$ cat config.mk
export PLATFORM = sky130hd
export DESIGN_NAME = layer_sequencer
export DESIGN_NICKNAME = d
export VERILOG_FILES = /design/src/rtl/layer_sequencer.sv
export SDC_FILE = /design/constraint.sdc
export NUM_CORES = 1
export LEC_CHECK = 0
export ABC_AREA = 1
export BUFFER_PORTS_ARGS = -buffer_cell sky130_fd_sc_hd__buf_4
export CAP_MARGIN = 10
export CORE_UTILIZATION = 58
export CTS_CLUSTER_DIAMETER = 200
export CTS_CLUSTER_SIZE = 14
export DETAILED_ROUTE_END_ITERATION = 16
export PLACE_DENSITY = 0.77
export REMOVE_ABC_BUFFERS = 1
export SYNTH_ARGS = -nofsm -noshare
export SYNTH_HDL_FRONTEND = slang
export SYNTH_SLANG_ARGS = --single-unit
$ cat constraint.sdc
create_clock -name clk -period 2.5 [get_ports clk]
set_input_delay 0.5 -clock clk [delete_from_list [all_inputs] [get_ports clk]]
set_output_delay 0.5 -clock clk [all_outputs]
set_load 0.01 [all_outputs]
$ cat src/rtl/layer_sequencer.sv
// layer_sequencer: frame scheduler for the LeNet accelerator.
// Runs conv1 -> conv2 -> FC with start/done pulse handshakes,
// a per-wait-state watchdog and frame/cycle performance counters.
//
// Ports:
//   clk, srst           clock, synchronous active-high reset
//   start               frame start request (pulse, honoured in IDLE)
//   clear_err           leave the ERR state
//   conv_start          start pulse to the convolution engine
//   conv1_done          conv1 layer finished (pulse)
//   conv_done           conv2 layer finished (pulse)
//   fc_start            start pulse to the FC engine
//   fc_done             FC layer finished (pulse)
//   busy                state != IDLE
//   done                frame complete (pulse)
//   err, err_code       error flag; code 1 timeout, 2 ordering
//   state               current state (debug)
//   frame_cnt           completed frames, wrapping
//   last_frame_cycles   cycle count of the last completed frame

module layer_sequencer #(
    parameter int TIMEOUT_CYCLES = 1000000,
    parameter int TIMEOUT_W      = 20,
    parameter int CYC_W          = 24,
    parameter int FRAME_W        = 16
) (
    input  logic               clk,
    input  logic               srst,
    input  logic               start,
    input  logic               clear_err,
    output logic               conv_start,
    input  logic               conv1_done,
    input  logic               conv_done,
    output logic               fc_start,
    input  logic               fc_done,
    output logic               busy,
    output logic               done,
    output logic               err,
    output logic [1:0]         err_code,
    output logic [2:0]         state,
    output logic [FRAME_W-1:0] frame_cnt,
    output logic [CYC_W-1:0]   last_frame_cycles
);

    typedef enum logic [2:0] {
        S_IDLE       = 3'd0,
        S_CONV_KICK  = 3'd1,
        S_CONV1_WAIT = 3'd2,
        S_CONV2_WAIT = 3'd3,
        S_FC_KICK    = 3'd4,
        S_FC_WAIT    = 3'd5,
        S_DONE       = 3'd6,
        S_ERR        = 3'd7
    } state_t;

    localparam logic [1:0] ERR_NONE    = 2'd0;
    localparam logic [1:0] ERR_TIMEOUT = 2'd1;
    localparam logic [1:0] ERR_ORDER   = 2'd2;

    localparam logic [TIMEOUT_W-1:0] TO_LAST =
        TIMEOUT_W'(TIMEOUT_CYCLES - 1);
    localparam logic [CYC_W-1:0] CYC_MAX = '1;

    state_t               r_state;
    state_t               w_next;
    logic [1:0]           r_err_code;
    logic [1:0]           w_err_code_next;
    logic [TIMEOUT_W-1:0] r_wait_cnt;
    logic [CYC_W-1:0]     r_cyc_cnt;
    logic [CYC_W-1:0]     w_cyc_inc;
    logic [FRAME_W-1:0]   r_frame_cnt;
    logic [CYC_W-1:0]     r_last_cycles;
    logic                 w_in_wait;
    logic                 w_timeout;

    assign w_in_wait = (r_state == S_CONV1_WAIT) ||
                       (r_state == S_CONV2_WAIT) ||
                       (r_state == S_FC_WAIT);

    assign w_timeout = (r_wait_cnt == TO_LAST);

    // Saturating increment, shared by the counter and the
    // last_frame_cycles capture so both see the same value.
    assign w_cyc_inc = (r_cyc_cnt == CYC_MAX) ?
                       r_cyc_cnt : r_cyc_cnt + CYC_W'(1);

    // In each wait state: ordering violation first, then the
    // expected done, then timeout (so a late done still wins).
    always_comb begin
        w_next          = r_state;
        w_err_code_next = r_err_code;
        unique case (r_state)
            S_IDLE: begin
                if (start) w_next = S_CONV_KICK;
            end
            S_CONV_KICK: begin
                w_next = S_CONV1_WAIT;
            end
            S_CONV1_WAIT: begin
                if (conv_done || fc_done) begin
                    w_next          = S_ERR;
                    w_err_code_next = ERR_ORDER;
                end else if (conv1_done) begin
                    w_next = S_CONV2_WAIT;
                end else if (w_timeout) begin
                    w_next          = S_ERR;
                    w_err_code_next = ERR_TIMEOUT;
                end
            end
            S_CONV2_WAIT: begin
                if (conv1_done || fc_done) begin
                    w_next          = S_ERR;
                    w_err_code_next = ERR_ORDER;
                end else if (conv_done) begin
                    w_next = S_FC_KICK;
                end else if (w_timeout) begin
                    w_next          = S_ERR;
                    w_err_code_next = ERR_TIMEOUT;
                end
            end
            S_FC_KICK: begin
                w_next = S_FC_WAIT;
            end
            S_FC_WAIT: begin
                if (conv1_done || conv_done) begin
                    w_next          = S_ERR;
                    w_err_code_next = ERR_ORDER;
                end else if (fc_done) begin
                    w_next = S_DONE;
                end else if (w_timeout) begin
                    w_next          = S_ERR;
                    w_err_code_next = ERR_TIMEOUT;
                end
            end
            S_DONE: begin
                w_next = S_IDLE;
            end
            S_ERR: begin
                if (clear_err) begin
                    w_next          = S_IDLE;
                    w_err_code_next = ERR_NONE;
                end
            end
        endcase
    end

    always_ff @(posedge clk) begin
        if (srst) begin
            r_state       <= S_IDLE;
            r_err_code    <= ERR_NONE;
            r_wait_cnt    <= '0;
            r_cyc_cnt     <= '0;
            r_frame_cnt   <= '0;
            r_last_cycles <= '0;
        end else begin
            r_state    <= w_next;
            r_err_code <= w_err_code_next;

            // Any state change clears it, so each wait state is
            // entered with a zero count.
            if (w_next != r_state) begin
                r_wait_cnt <= '0;
            end else if (w_in_wait) begin
                r_wait_cnt <= r_wait_cnt + TIMEOUT_W'(1);
            end

            if (r_state == S_IDLE) begin
                if (start) r_cyc_cnt <= '0;
            end else if (r_state != S_ERR) begin
                r_cyc_cnt <= w_cyc_inc;
            end

            if (r_state == S_FC_WAIT && w_next == S_DONE) begin
                r_last_cycles <= w_cyc_inc;
            end

            if (r_state == S_DONE) begin
                r_frame_cnt <= r_frame_cnt + FRAME_W'(1);
            end
        end
    end

    assign state             = r_state;
    assign conv_start        = (r_state == S_CONV_KICK);
    assign fc_start          = (r_state == S_FC_KICK);
    assign done              = (r_state == S_DONE);
    assign err               = (r_state == S_ERR);
    assign busy              = (r_state != S_IDLE);
    assign err_code          = r_err_code;
    assign frame_cnt         = r_frame_cnt;
    assign last_frame_cycles = r_last_cycles;

endmodule

==> reports/qor.yml <==
post_route_setup_tns_ns: 0
timing.critical_path.fanout_max: 22
drtAntennaViolNets: 0
cts_inserted_buffers: 9
synth_edf_count: 0
wl_met1_mm: 4.63
p_seq_frac: 0.473
initialDrtViolationCount: 205
ioPinCount: 57
route.vias.total: 4470
worst_path_max_delay_cell: "dfxtp_1"
finalHoldWorstSlack_ns: 0.441
avgViaCountPerCell: 5.11
post_synth.cell_area_avg_sq_um: 6.51
synth_warnings: 0
fin_crit_ns: 2.20
floorplan.die_area_sq_um: 8380
rows: 32
dr.max_layer_used: "met4"
outcome: "finished clean"
clock_sink_count: 89
area_fraction_of_the_dominant_cell_type_after_synthesis: 0.383
cp_slowest_stage_delay_ns: 0.45
filler_cell_count: 719
antenna_found_initial: 0
place_congestion: 0.885
met2WireLength_mm: 5.14
area.growth.synth_to_final_pct: 14.6
clk_transition_reported_paths_ns: 0.09
synth-simple-area-share: 0.333
ir_worst_vdd_mv: 0.387
via_count_of_the_first_global_routing_pass: 4176
synthesized_cell_area_sq_um: 4650
drtPass1Iterations: 4
globalRouteTotalUtil: 0.262
timing.hold.worst.class: "input pin to flip-flop"
power.clock.fraction: 0.284
synth_top_cell_by_area: "dfxtp_1"
die_h_microns: 91.6
first_pass_grt_wire_length_mm: 18.0
powerDensity_nw_per_um2: 612
post-route-drc-count: 0
cts_tree: "done"
detailedPlace.worstSlack_ns: 0.316
layout-drive-gt1-share: 0.130
synth-xor-area-share: 0.0697
synth_fa_ha_area_frac: 0.00807
floorplan.initialDensity: 0.602
worst_path_dominant_cell_family: "simple AND/OR/NAND/NOR gates"
final_hold_violating_endpoints: 0
design.final.nets: 777
htreeDepth: 3
diodes: 0
proportion_of_synthesized_flip_flops_having_asynchronous_set_or_reset: 0
worst-endpoint-required_ns: 2.79
max_cap_violations: 0
synth_seq_area_share: 0.383
clk-insertion-delay-late_ns: 0.37
avgRoutedWirePerCell_microns: 12.0
worst-endpoint-arrival_ns: 2.48
worst_pin_slew_ns: 0.775
sw_frac_of_total: 0.352
crit_path_cell_trace: "ha_2 > nand2_1 > nor2_2 > nand2_1 > nor2_2 > inv_1 > nor2_2 > inv_2 > o21ai_0 > nand2_1 > a21oi_1"
floorplan.die.width_microns: 91.6
final.period_utilization: 0.878
synth_compound_gate_area_share: 0.101
synth_top_family_by_area: "simple AND/OR/NAND/NOR gates"
power.switching_mw: 1.15
place.port_buffers: 56
cts_hold_buffers_added: 0
yosys-mux-area-fraction: 0.00215
yosys_most_used_dff: "dfxtp_1"
critical_path_buf_inv_count: 2
pnr_worst_setup_slack_ns: 0.305
class_of_the_most_critical_setup_path: "flip-flop to flip-flop"
overall_overflow_remaining_after_global_route: 0
synth_cell_type_count: 36
timing.final.setup_violations: 0
final_common_cell: "nand2_1"
leakage_nw: 2.43
worstSetupEndpointType: "flip-flop"
max_clock_freq_mhz: 456
unrepaired_setup_endpoints_after_global_routing: "false"
comb_power_share: 0.242
setup.worst_path.start_class: "flip-flop"
wl_met3_microns: 534
cell_internal_pwr_mw: 2.11
final_cell_mix: "nand2_1, nor2_1, inv_1"
worst_slew_margin_rel: 0.483
coreArea_sq_um: 7730
syn-instance-count: 715
routed_wirelength_mm: 10.5
synth-seq-cells: 89
synth.top_cells.by_area: "dfxtp_1, nand2_1, nor2_1"
utilization: 0.690
maxSlewViolCount: 0
clock_skew_ns: 0.0112
clock_tree.root_cell: "clkbuf_8"
max-clock-path-buffers: 2
dpl.hpwl_mm: 7.55
grt_max_degree: 41
==> registers in the layout (all words and copies together), names as in the netlist <==
signal / flops
r_cyc_cnt: 24
frame_cnt: 16
state: 3
last_frame_cycles: 24
r_wait_cnt: 20
err_code: 2
==> metal layers <==
| layer | GRT usage | vias up |
|---|---|---|
| met5 | 0 | - |
| met4 | 0.101 | 0 |
| met3 | 0.0335 | 19 |
| met2 | 0.472 | 116 |
| met1 | 0.313 | 2027 |
| li1 | - | 2308 |
==> path summary, 6_finish.rpt <==
| kind | end | slack [ns] | from | cells past startpoint |
|---|---|---|---|---|
| max reg2reg | r_cyc_cnt[2] | 0.30 | r_cyc_cnt[0] | 11 |
| min | frame_cnt[5] | 0.44 | srst | 2 |
| max | r_cyc_cnt[2] | 0.30 | r_cyc_cnt[0] | 11 |
| min reg2reg | err_code[1] | 0.47 | err_code[1] | 2 |
==> cell usage after synthesis (2+ instances only) <==
cell type	number
nand2_1	184
nor2_1	120
inv_1	97
dfxtp_1	89
a21oi_1	40
o21ai_0	36
nand3_1	32
xor2_1	22
xnor2_1	15
nor3_1	13
nor2_2	8
clkbuf_1	7
nand4_1	7
buf_2	6
buf_1	5
inv_2	5
buf_4	3
ha_1	3
o21a_1	3
o21ai_1	3
or2_2	2
==> area by class of cell <==
type | instances | area, sq um | area share
clock buffer | 11 | 141 | 0.0265
clock inverter | 5 | 37.5 | 0.00704
inverter | 102 | 383 | 0.0718
multi-input combinational | 503 | 2390 | 0.449
sequential | 89 | 1780 | 0.334
tap | 102 | 128 | 0.0239
timing repair buffer | 62 | 465 | 0.0873
==> power groups by stage <==
stage	registers, mW	logic [mW]	clock network, mW
5_1_grt	1.55	0.881	0.991
3_5_place_dp	1.57	0.787	0
2_1_floorplan	1.57	0.477	0
6_report	1.54	0.790	0.926
3_3_place_gp	1.57	0.783	0
4_1_cts	1.54	0.790	0.950
==> what timing repair did <==
item / in CTS / in global routing
setup endpoints to repair: 0 / 1
resized for setup: 0 / 1
buffers inserted: 0 / 0
==> worst register-to-register path: cells and delay by family (launching register included) <==
kind                     cells  cell delay, ns
flip-flops                   1            0.45
buffers and inverters        2            0.27
adder cells (fa/ha/maj)      1            0.27
AND/OR/NAND/NOR              6            0.82
AO/OA/AOI/OAI                2            0.31
==> stage by stage <==
| stage | cells | area (sq um) | power [mW] |
|---|---|---|---|
| final | 874 | 5330 | 3.26 |
| after floorplan | 694 | 4550 | 2.05 |
| after global routing | 874 | 5330 | 3.42 |
| after detailed placement | 858 | 5150 | 2.36 |
| after global placement | 858 | 5150 | 2.35 |
| after CTS | 874 | 5330 | 3.28 |
==> logic make-up after synthesis <==
group / Yosys count
adders and majority gates: 3
AOI/OAI and AO/OA: 87
xor gates and xnor gates: 37
buffers and inverters: 123
and+or+nand+nor: 375
muxes: 1
DFF: 89
Power figures use the tool's default switching activity.
